### config.mk
export PLATFORM = sky130hd
export DESIGN_NAME = demux7
export DESIGN_NICKNAME = d
export VERILOG_FILES = /design/src/rtl/demux7.sv
export SDC_FILE = /design/constraint.sdc
export NUM_CORES = 1
export LEC_CHECK = 0
export ABC_CLOCK_PERIOD_IN_PS = 800
export BUFFER_PORTS_ARGS = -buffer_cell sky130_fd_sc_hd__buf_2
export CORE_UTILIZATION = 54
export DETAILED_ROUTE_END_ITERATION = 8
export PLACE_DENSITY = 0.9
export SLEW_MARGIN = 20
export SYNTH_ARGS = -nofsm -noshare
export SYNTH_HDL_FRONTEND = slang
export SYNTH_SLANG_ARGS = --single-unit
### constraint.sdc
create_clock -name clk -period 0.8 [get_ports clk]
set_clock_uncertainty 0.05 [all_clocks]
set_input_delay 0.2 -clock clk [delete_from_list [all_inputs] [get_ports clk]]
set_output_delay 0.2 -clock clk [all_outputs]
set_load 0.01 [all_outputs]
### src/rtl/demux7.sv
// -----------------------------------------------------------------------------
// demux7 -- registered 1-to-7 demultiplexer.
//
// Fans a single WIDTH-bit data word out to seven consumer buses. On every
// rising clock edge the word on `in` is loaded into the bus chosen by `sel`.
// All other buses load zero. A one-hot valid vector marks the loaded bus.
// A select code of 7 does not address any bus: the word is dropped and
// `sel_err` is raised for that cycle. Latency is exactly one clock, and no
// combinational path runs from the inputs to the outputs.
//
// Ports:
//   clk        in   system clock, rising edge
//   rst_n      in   asynchronous active-low reset
//   sel        in   [2:0]        output select, 0..6 legal, 7 illegal
//   in         in   [WIDTH-1:0]  data word to route
//   out0..out6 out  [WIDTH-1:0]  registered output buses, zero when unselected
//   out_valid  out  [NOUT-1:0]   one-hot; bit k set when outk holds routed data
//   sel_err    out  1 when the last sampled `sel` was 7
// -----------------------------------------------------------------------------
module demux7 #(
    parameter int WIDTH = 13,
    parameter int NOUT  = 7
) (
    input  logic             clk,
    input  logic             rst_n,
    input  logic [2:0]       sel,
    input  logic [WIDTH-1:0] in,
    output logic [WIDTH-1:0] out0,
    output logic [WIDTH-1:0] out1,
    output logic [WIDTH-1:0] out2,
    output logic [WIDTH-1:0] out3,
    output logic [WIDTH-1:0] out4,
    output logic [WIDTH-1:0] out5,
    output logic [WIDTH-1:0] out6,
    output logic [NOUT-1:0]  out_valid,
    output logic             sel_err
);

    // Per-bus next-state and registered state.
    logic [WIDTH-1:0] bus_d [NOUT];
    logic [WIDTH-1:0] bus_q [NOUT];
    logic [NOUT-1:0]  valid_d;
    logic [NOUT-1:0]  valid_q;
    logic             sel_err_d;
    logic             sel_err_q;

    // -------------------------------------------------------------------------
    // Next-state decode.
    // -------------------------------------------------------------------------
    always_comb begin
        // NOTE: every output of this block gets a default before any
        // conditional logic, so no path leaves a signal unassigned and no
        // latch is inferred.
        for (int k = 0; k < NOUT; k++) begin
            bus_d[k] = '0;
        end
        valid_d   = '0;
        sel_err_d = 1'b0;

        // Only the addressed bus takes the word; unselected buses stay hard
        // zero rather than holding stale data.
        for (int k = 0; k < NOUT; k++) begin
            if (sel == 3'(k)) begin
                bus_d[k]   = in;
                valid_d[k] = 1'b1;
            end
        end

        // A code that matched no bus is the illegal select: the word is dropped.
        sel_err_d = (valid_d == '0);
    end

    // -------------------------------------------------------------------------
    // Output register stage.
    // -------------------------------------------------------------------------
    always_ff @(posedge clk or negedge rst_n) begin
        // NOTE: sequential state is updated with non-blocking assignments so
        // that every flop samples the pre-edge values of its inputs.
        if (!rst_n) begin
            for (int k = 0; k < NOUT; k++) begin
                bus_q[k] <= '0;
            end
            valid_q   <= '0;
            sel_err_q <= 1'b0;
        end else begin
            for (int k = 0; k < NOUT; k++) begin
                bus_q[k] <= bus_d[k];
            end
            valid_q   <= valid_d;
            sel_err_q <= sel_err_d;
        end
    end

    // -------------------------------------------------------------------------
    // Outputs come straight from flops.
    // -------------------------------------------------------------------------
    assign out0      = bus_q[0];
    assign out1      = bus_q[1];
    assign out2      = bus_q[2];
    assign out3      = bus_q[3];
    assign out4      = bus_q[4];
    assign out5      = bus_q[5];
    assign out6      = bus_q[6];
    assign out_valid = valid_q;
    assign sel_err   = sel_err_q;

endmodule

==> results.md, run 1 <==
* Status: finished with violations
* Failing checks: setup timing
* CP max stage delay at 0.40 ns
* Yosys warning total at 0
* Worst vdd ir at ~1.0 mV
* Initial antenna violation count at 0
* CP top delay family: flip-flops
* Synthesized flop and latch total at 99
* Type of origin of the critical path: flip-flop
* Synth cell types at 15
* Final nets at 357
* Cells after DPL at 423
* Core footprint at 6790 um^2
* Starting density of the core at 55.7%
* First-pass detailed-route iteration total at 4
* Root buffer cell: clkbuf_8
* Vias per inst at 5.39
* Max Cap Viol at 0
* Crit path time final at about 1.1 ns
* Crit-path cells: buf_2
* Syn Inst Count at 231
* Most common cell after layout, fill and taps aside: buf_2
* Clock network power share at 36.0%
* Sequential share of power at 54.3%
* Top routing layer used: met4
* Critical Path End Type: output pin
* Worst hold slack at ~0.075 ns
* Io pins at 117
* Setup violators final at 99
* Worst endpoint required time at 0.55 ns
* Largest net degree at the start of global routing at 55
* Cell Area, Synth at 3780 um^2
* Final Non-Filler Cells at 440
* Pwr dens at between 1500 and 2000 nW/um^2
* Routed met3 length at 340 um
* DP Area at roughly 4500 um^2
* Final antenna diode count at 0
* Max FO, Critical Path at 1
* Max transition margin at 81.5%
* Met2 Routed Length at 3820 um
* Number of remaining DRC errors at 0
* Max-slew violations at 0
* Htree depth at 3
* Port bufs at 116
* Vias at between 2k and 2.5k
* DR WL/cell at 17.7 um
* Leakage at 2.61 nW
* Clk sinks at between 90 and 100
* Sw frac at 23.3%
* GRT overflow at 0
* RSZ-0062 raised after global routing: yes
* Sw power at about 2.2 mW
* Final Cell Area at 4780 um^2
* Syn_area_per_cell at around 16 um^2
* Slew @ Worst Pin at 0.273 ns
* Pwr Total at 9.52 mW
* Gpl congestion at 0.795
* Max Root-Sink Buffers at 2
* Vias in the first global route at 2,165
* Die height at 85.7 um
* Global-route wire length before repair at approximately 12,000 um
* Peak Freq at 0.880 GHz
* Layout cell share with drive strength beyond 1 at 55.5%
* Setup ws final at -0.336 ns
* Pint at 7.29 mW
* First DRT Iteration DRCs at 133
* Tot GR Track Use at 22.0%
* Post-CTS Setup Repair Bufs at 0
* Register area share after synthesis at 65.5%
* Hold Fails Final Rpt at 0
* Post-DP HPWL at roughly 4800 um
* Area Growth Syn to Fin at 26.3%
* CP Class: flip-flop to output pin
* WP data arrival at 0.89 ns
* Post-Route WL at 7790 um
* Most frequent cells in the layout: 105 x buf_2, 99 x dfrtp_1, 39 x and4bb_2, 39 x and4b_1, 10 x buf_6
* Share of the core filled with cells at 70.3%
* Clk slew on worst S/H paths at 0.09 ns
* DIE WIDTH at 85.7 um
* WP buf/inv at 1
* HP Class: input port to flip-flop
* Comb power frac at under 10%
* Full die area at 7350 um^2
* DRT antenna net count at 0
* CTS Buf Count at 9
* Slowest-stage cell, CP: dfrtp_1
* Rows at 30
* Final period utilization at 142%
* Post-Syn Nets at 249
* CTS tree: built
* Met1 WL at 3540 um
[cell usage after synthesis]
library cell	instances	share of area, %
and3_1	1	0.17
and3b_1	3	0.69
and4b_1	39	10
and4bb_2	39	13
buf_2	2	0.26
buf_4	2	0.40
buf_6	6	1.8
buf_8	2	0.79
clkbuf_1	21	2.1
dfrtp_1	99	65
nor3_1	1	0.13
nor3b_1	3	0.60
nor4b_1	6	1.4
nor4b_2	6	2.4
nor4b_4	1	0.63
[final timing paths]
| kind | start | endpoint | slack [ns] | cells after the start |
|---|---|---|---|---|
| min | sel[1] | out0[2]$_DFF_PN0_ | 0.07 | 2 |
| max in group asynchronous | rst_n | out0[9]$_DFF_PN0_ | 0.14 | 3 |
| max | out3[12]$_DFF_PN0_ | out3[12] | -0.34 | 1 |
| min in group asynchronous | rst_n | out2[5]$_DFF_PN0_ | 0.31 | 3 |
[through the flow]
| stage | TNS [ns] | setup slack, ns |
|---|---|---|
| 4_1_cts | -31.61 | -0.343 |
| 3_5_place_dp | -17.53 | -0.240 |
| 5_1_grt | -34.55 | -0.377 |
| 2_1_floorplan | -6.67 | -0.134 |
| 3_3_place_gp | -15.52 | -0.203 |
| 6_report | -30.20 | -0.336 |
[cell families (layout without fill, tap and decap cells)]
kind of cell | count (synthesis) | count (layout) | share of synthesized area, %
flip-flops | 99 | 99 | 65.5
AND/OR/NAND/NOR | 99 | 99 | 29.2
buffers and inverters | 33 | 146 | 5.32
[layer usage]
metal	up-vias	GRT usage, %
met5	-	0
met2	76	33.7
li1	1084	-
met3	7	6.64
met4	0	5.76
met1	1203	31.1
[power by group through the flow]
stage                     clock (mW)  sequential (mW)  combinational (mW)
after floorplan                    0             5.34               0.412
after global placement             0             5.26               0.879
after detailed placement           0             5.26               0.909
after CTS                       3.50             5.17               0.922
after global routing            3.74             5.18               0.999
final                           3.43             5.17               0.920
[flip-flops by register name, summed over array words and instances, names as in the netlist]
signal and flops:
out4 13, out5 13, out6 13, out2 13
sel_err 1, out_valid 7, out0 13, out1 13
out3 13
[timing repair]
action | CTS | global route
hold buffers | 1 | 0
endpoints found under the setup margin | 99 | 99
gates resized for setup | 5 | 5
hold endpoints to repair | 99 | 0
[layout make-up]
type	count	area, um^2
Clock buffer	10	128
Clock inverter	6	88.8
Sequential cell	99	2480
Tap cell	96	120
Multi-Input combinational cell	99	1110
Timing Repair Buffer	130	853
Fill cell	462	2020
(Power assumes the default switching activity.)
==> inputs of run 2 (changes only) <==
--- a/config.mk
+++ b/config.mk
@@ -10,6 +10,7 @@
 export CORE_UTILIZATION = 54
 export DETAILED_ROUTE_END_ITERATION = 8
 export PLACE_DENSITY = 0.9
+export SETUP_SLACK_MARGIN = 0.02
 export SLEW_MARGIN = 20
 export SYNTH_ARGS = -nofsm -noshare
 export SYNTH_HDL_FRONTEND = slang
==> run 2 against run 1 <==
Net effect:
- the run still ends with setup timing left
- global-route usage grew 0.67 points
- first-iteration DRC count grew 12%
- final cell count is the same
- worst setup slack lost 0.0050 ns
- hold slack gained 0.047 ns
- largest power group unchanged
==> results.md, run 2 (synthesis results as in run 1) <==
* Status: finished with violations
* Failing checks: setup timing
* Gpl congestion at 0.771
* Global-route wire length before repair at 12,400 um
* Full die area at 7350 um^2
* Pwr dens at 2100 nW/um^2
* Starting density of the core at 55.7%
* Rows at 30
* Vias at 2,399
* Max-slew violations at 0
* Slew @ Worst Pin at 0.288 ns
* First-pass detailed-route iteration total at 4
* Most common cell after layout, fill and taps aside: buf_2
* Initial antenna violation count at 0
* Max transition margin at 80.6%
* Setup_tns at -29.87 ns
* Max FO, Critical Path at 1
* RSZ-0062 raised after global routing: yes
* Levels on crit path at 1
* Port bufs at 116
* Largest net degree at the start of global routing at 64
* Max Cap Viol at 0
* Setup ws final at -0.341 ns
* Core footprint at just under 7000 um^2
* Crit-path cells: buf_6
* Clk sinks at 99
* Area of the multi-input gates at 1110 um^2
* Post-Route WL at slightly above 8000 um
* CTS tree: built
* Clk slew on worst S/H paths at 0.09 ns
* Max Root-Sink Buffers at 2
* Final antenna diode count at 0
* Vias in the first global route at 2,292
* Peak Freq at 0.876 GHz
* DIE WIDTH at 85.7 um
* Worst vdd ir at around 1.3 mV
* Worst endpoint required time at 0.55 ns
* Hold_sp: in[1]
* Area Growth Syn to Fin at 28.3%
* Final period utilization at 143%
* Vias per inst at 5.45
* CP Class: flip-flop to output pin
* Critical Path End Type: output pin
* Hold path depth at 2
* Sink of the worst hold path: out0[1]$_DFF_PN0_
* Register Area at 2480 um^2
* Final nets at 357
* Leakage at 2.65 nW
* WP data arrival at 0.89 ns
* Hold Fails Final Rpt at 0
* DRT antenna net count at 0
* Fill count at about 440
* CP top delay family: flip-flops
* Post-DP HPWL at 4880 um
* Htree depth at 3
* Die height at 85.7 um
* First DRT Iteration DRCs at 149
* GRT overflow at 0
* DR WL/cell at ~18 um
* CP max stage delay at 0.41 ns
* Layout cell share with drive strength beyond 1 at a little under three fifths
* Slowest-stage cell, CP: dfrtp_1
* Type of origin of the critical path: flip-flop
* Pre-CTS setup slack at -0.235 ns
* Number of remaining DRC errors at 0
* Most frequent cells in the layout: 107 x buf_2, 99 x dfrtp_1, 39 x and4bb_2, 39 x and4b_1
* Setup violators final at 99
* Tot GR Track Use at a little under a quarter
* WP buf/inv at 1
* Root buffer cell: clkbuf_8
* HP Class: input port to flip-flop
* Io pins at between 100 and 150
* Crit path time final at approximately 1.1 ns
* CTS Buf Count at 9
run 2: routing by layer:
| metal | routed length [um] | global-route usage, % |
|---|---|---|
| met1 | 3700 | 33.4 |
| met2 | 3930 | 35.3 |
| met3 | 338 | 2.79 |
| met4 | 109 | 8.03 |
| met5 | 0 | 0 |
run 2: stage by stage:
stage               instances  power (mW)  hold WS (ns)  cell area [um^2]  util [%]
floorplan                 231        5.75        -0.146              3830         -
global placement          422        6.15       0.00500              4490      66.2
detailed placement        422        6.18        0.0140              4490      66.2
CTS                       439        10.2        0.0994              4790      70.5
global route              440        10.6        0.0989              4850      71.5
finish                    440        10.2         0.122              4850      71.5
run 2: worst max-delay path by stage:
stage | from | end
detailed placement | sel[1] | out0[12]$_DFF_PN0_
global placement | sel[0] | out4[7]$_DFF_PN0_
CTS | out4[10]$_DFF_PN0_ | out4[10]
finish | out0[7]$_DFF_PN0_ | out0[7]
floorplan | sel[1] | out0[9]$_DFF_PN0_
global route | out4[8]$_DFF_PN0_ | out4[8]
run 2: power by group:
| group | leakage (nW) | switching, mW | internal (mW) | total, mW |
|---|---|---|---|---|
| logic | 1.17 | 0.534 | 0.414 | 0.948 |
| registers | 1.36 | 0.0412 | 5.13 | 5.17 |
| clock network | 0.125 | 1.67 | 2.39 | 4.05 |
| total | 2.65 | 2.24 | 7.93 | 10.2 |
run 2: repair_timing:
action / CTS / global route
resized for setup: 3 / 7
pin swaps: 0 / 0
setup endpoints to repair: 99 / 124
setup buffers: 0 / 0
endpoints found under the hold margin: 99 / 0
hold buffers: 1 / 0
cloned: 0 / 1
run 2: cell type report:
type | instances | share of cell area [%]
well taps | 96 | 2.47
repair buffers | 130 | 18.2
multi-input cells | 99 | 22.9
clock buffers | 9 | 2.55
flip-flops and latches | 99 | 51.0
clock inverters | 7 | 2.89
==> inputs of run 3 (changes only) <==
--- a/config.mk
+++ b/config.mk
@@ -9,9 +9,9 @@
 export BUFFER_PORTS_ARGS = -buffer_cell sky130_fd_sc_hd__buf_2
 export CORE_UTILIZATION = 54
 export DETAILED_ROUTE_END_ITERATION = 8
+export GPL_TIMING_DRIVEN = 0
 export PLACE_DENSITY = 0.9
-export SETUP_SLACK_MARGIN = 0.02
-export SLEW_MARGIN = 20
+export SETUP_SLACK_MARGIN = 0.5
 export SYNTH_ARGS = -nofsm -noshare
 export SYNTH_HDL_FRONTEND = slang
 export SYNTH_SLANG_ARGS = --single-unit
==> run 3 against run 2 <==
Net effect:
- the flow finishes with violations (hold timing, setup timing)
- global-route usage rose by 12 points
- count of clock-buffer cells in the layout did not move
- utilization rose by 18 points
- design area rose by 25%
- via count rose by 23%
- worst setup slack got worse by 0.048 ns
- first-iteration DRC count rose by 43%
- final cell count rose by 14%
- hold slack got worse by 0.51 ns
- sequential power barely moved
==> results.md, run 3 (synthesis results as in run 1) <==
* Port bufs at 113
* CP Class: flip-flop to output pin
* Crit path time final at between 1 and 1.5 ns
* Clk sinks at 99
* CP top delay family: flip-flops
* Most frequent cells in the layout: 102 x buf_2, 99 x dfrtp_1, 39 x and4bb_2, 39 x and4b_1, 29 x buf_8
* Slew @ Worst Pin at 0.274 ns
* Io pins at between 100 and 150
* Slowest-stage cell, CP: dfrtp_1
* DP Area at 4540 um^2
* Setup violators final at 99
* Worst vdd ir at about 1.2 mV
* Max Cap Viol at 0
* Final Cell Area at 6070 um^2
* Status: finished with violations
* Core footprint at ~6800 um^2
* Vias per inst at slightly below 6
* Critical Path End Type: output pin
* Setup_tns at -33.73 ns
* Max transition margin at 81.7%
* HP Class: input port to asynchronous set/reset pin
* Clk slew on worst S/H paths at between 0.1 and 0.15 ns
* Post-Route WL at 13,100 um
* Max FO, Critical Path at 1
* Rows at 30
* Tot GR Track Use at between 30% and 40%
* WP data arrival at approximately 0.94 ns
* Htree depth at 3
* Final period utilization at 149%
* First DRT Iteration DRCs at 213
* Final antenna diode count at 0
* Setup ws final at -0.389 ns
* Hold Fails Final Rpt at 99
* DR WL/cell at 26.2 um
* Vias in the first global route at 3,002
* GRT overflow at 0
* Largest net degree at the start of global routing at 44
* Die height at 85.7 um
* Peak Freq at between 0.8 and 0.9 GHz
* Vias at 2,952
* Type of origin of the critical path: flip-flop
* Initial antenna violation count at 0
* Full die area at 7350 um^2
* Starting density of the core at 55.7%
* Cells after DPL at 441
* Global-route wire length before repair at approximately 18,000 um
* Crit-path cells: buf_2
* Worst hold slack at -0.392 ns
* Max-slew violations at 0
* Pwr dens at 1660 nW/um^2
* Max Root-Sink Buffers at 2
* Final Non-Filler Cells at 502
* Gpl congestion at 0.786
* Failing checks: hold timing, setup timing
* Area Growth Syn to Fin at 60.4%
* Final nets at roughly 420
* RSZ-0062 raised after global routing: yes
* Root buffer cell: clkbuf_8
* Layout cell share with drive strength beyond 1 at 65.3%
* CTS Buf Count at 9
* Fill count at 263
* Post-DP HPWL at 5870 um
* Pwr Total at 10.1 mW
* CP max stage delay at 0.41 ns
* CTS tree: built
* Number of remaining DRC errors at 0
* WP buf/inv at 1
* DRT antenna net count at 0
* Pre-CTS setup slack at -0.322 ns
* Worst endpoint required time at 0.55 ns
* Most common cell after layout, fill and taps aside: buf_2
* First-pass detailed-route iteration total at 4
* DIE WIDTH at 85.7 um
* Leakage at 3.24 nW
[run 3: cell types whose count changed in the layout (fill, tap and decap cells not counted), sizes merged]
cell	change
clkbuf	+16
clkinv	+1
inv	+4
bufinv	-4
buf	+47
clkinvlp	-1
dlygate4sd3	-1
[run 3: metal layers]
| layer | GRT usage, % | up-vias | wire length [um] |
|---|---|---|---|
| met5 | 0 | - | 0 |
| met4 | 19.8 | 0 | 578 |
| met3 | 6.16 | 39 | 667 |
| met2 | 59.0 | 162 | 6880 |
| met1 | 43.1 | 1534 | 5020 |
| li1 | - | 1217 | - |
[run 3: layout make-up]
cell class / instances / area [um^2] / share of cell area (%)
buffer: 33 / 558 / 9.19
multi-input combinational: 99 / 1280 / 21.1
clock buffer: 9 / 124 / 2.04
sequential: 99 / 2480 / 40.8
timing repair buffer: 159 / 1450 / 23.9
clock inverter: 7 / 58.8 / 0.969
tap: 96 / 120 / 1.98
[run 3: repair_timing]
item | CTS | global route
gates resized for setup | 122 | 53
pin swaps | 50 | 34
endpoints found under the hold margin | 99 | 99
endpoints found under the setup margin | 256 | 198
gates cloned | 27 | 2
buffers inserted | 12 | 4
[run 3: power breakdown]
part,internal (mW),total (mW),switching (mW)
combinational,0.957,1.78,0.822
clock,1.19,3.10,1.91
sequential,5.13,5.18,0.0468
[run 3: worst max path at each step]
stage	from	end	slack, ns	cells after the start
floorplan	sel[1]	out0[9]$_DFF_PN0_	-0.13	4
global placement	rst_n	out_valid[1]$_DFF_PN0_	-1.31	1
detailed placement	sel[1]	out_valid[5]$_DFF_PN0_	-0.32	3
CTS	out4[10]$_DFF_PN0_	out4[10]	-0.36	1
global route	out0[8]$_DFF_PN0_	out0[8]	-0.41	1
finish	out0[5]$_DFF_PN0_	out0[5]	-0.39	1
[run 3: metrics by stage]
stage | utilization (%) | hold slack [ns]
after CTS | 85.4 | -0.372
after global routing | 89.4 | -0.394
after floorplan | - | -0.146
after detailed placement | 66.9 | 0.175
final | 89.4 | -0.392
after global placement | 66.4 | 0.481
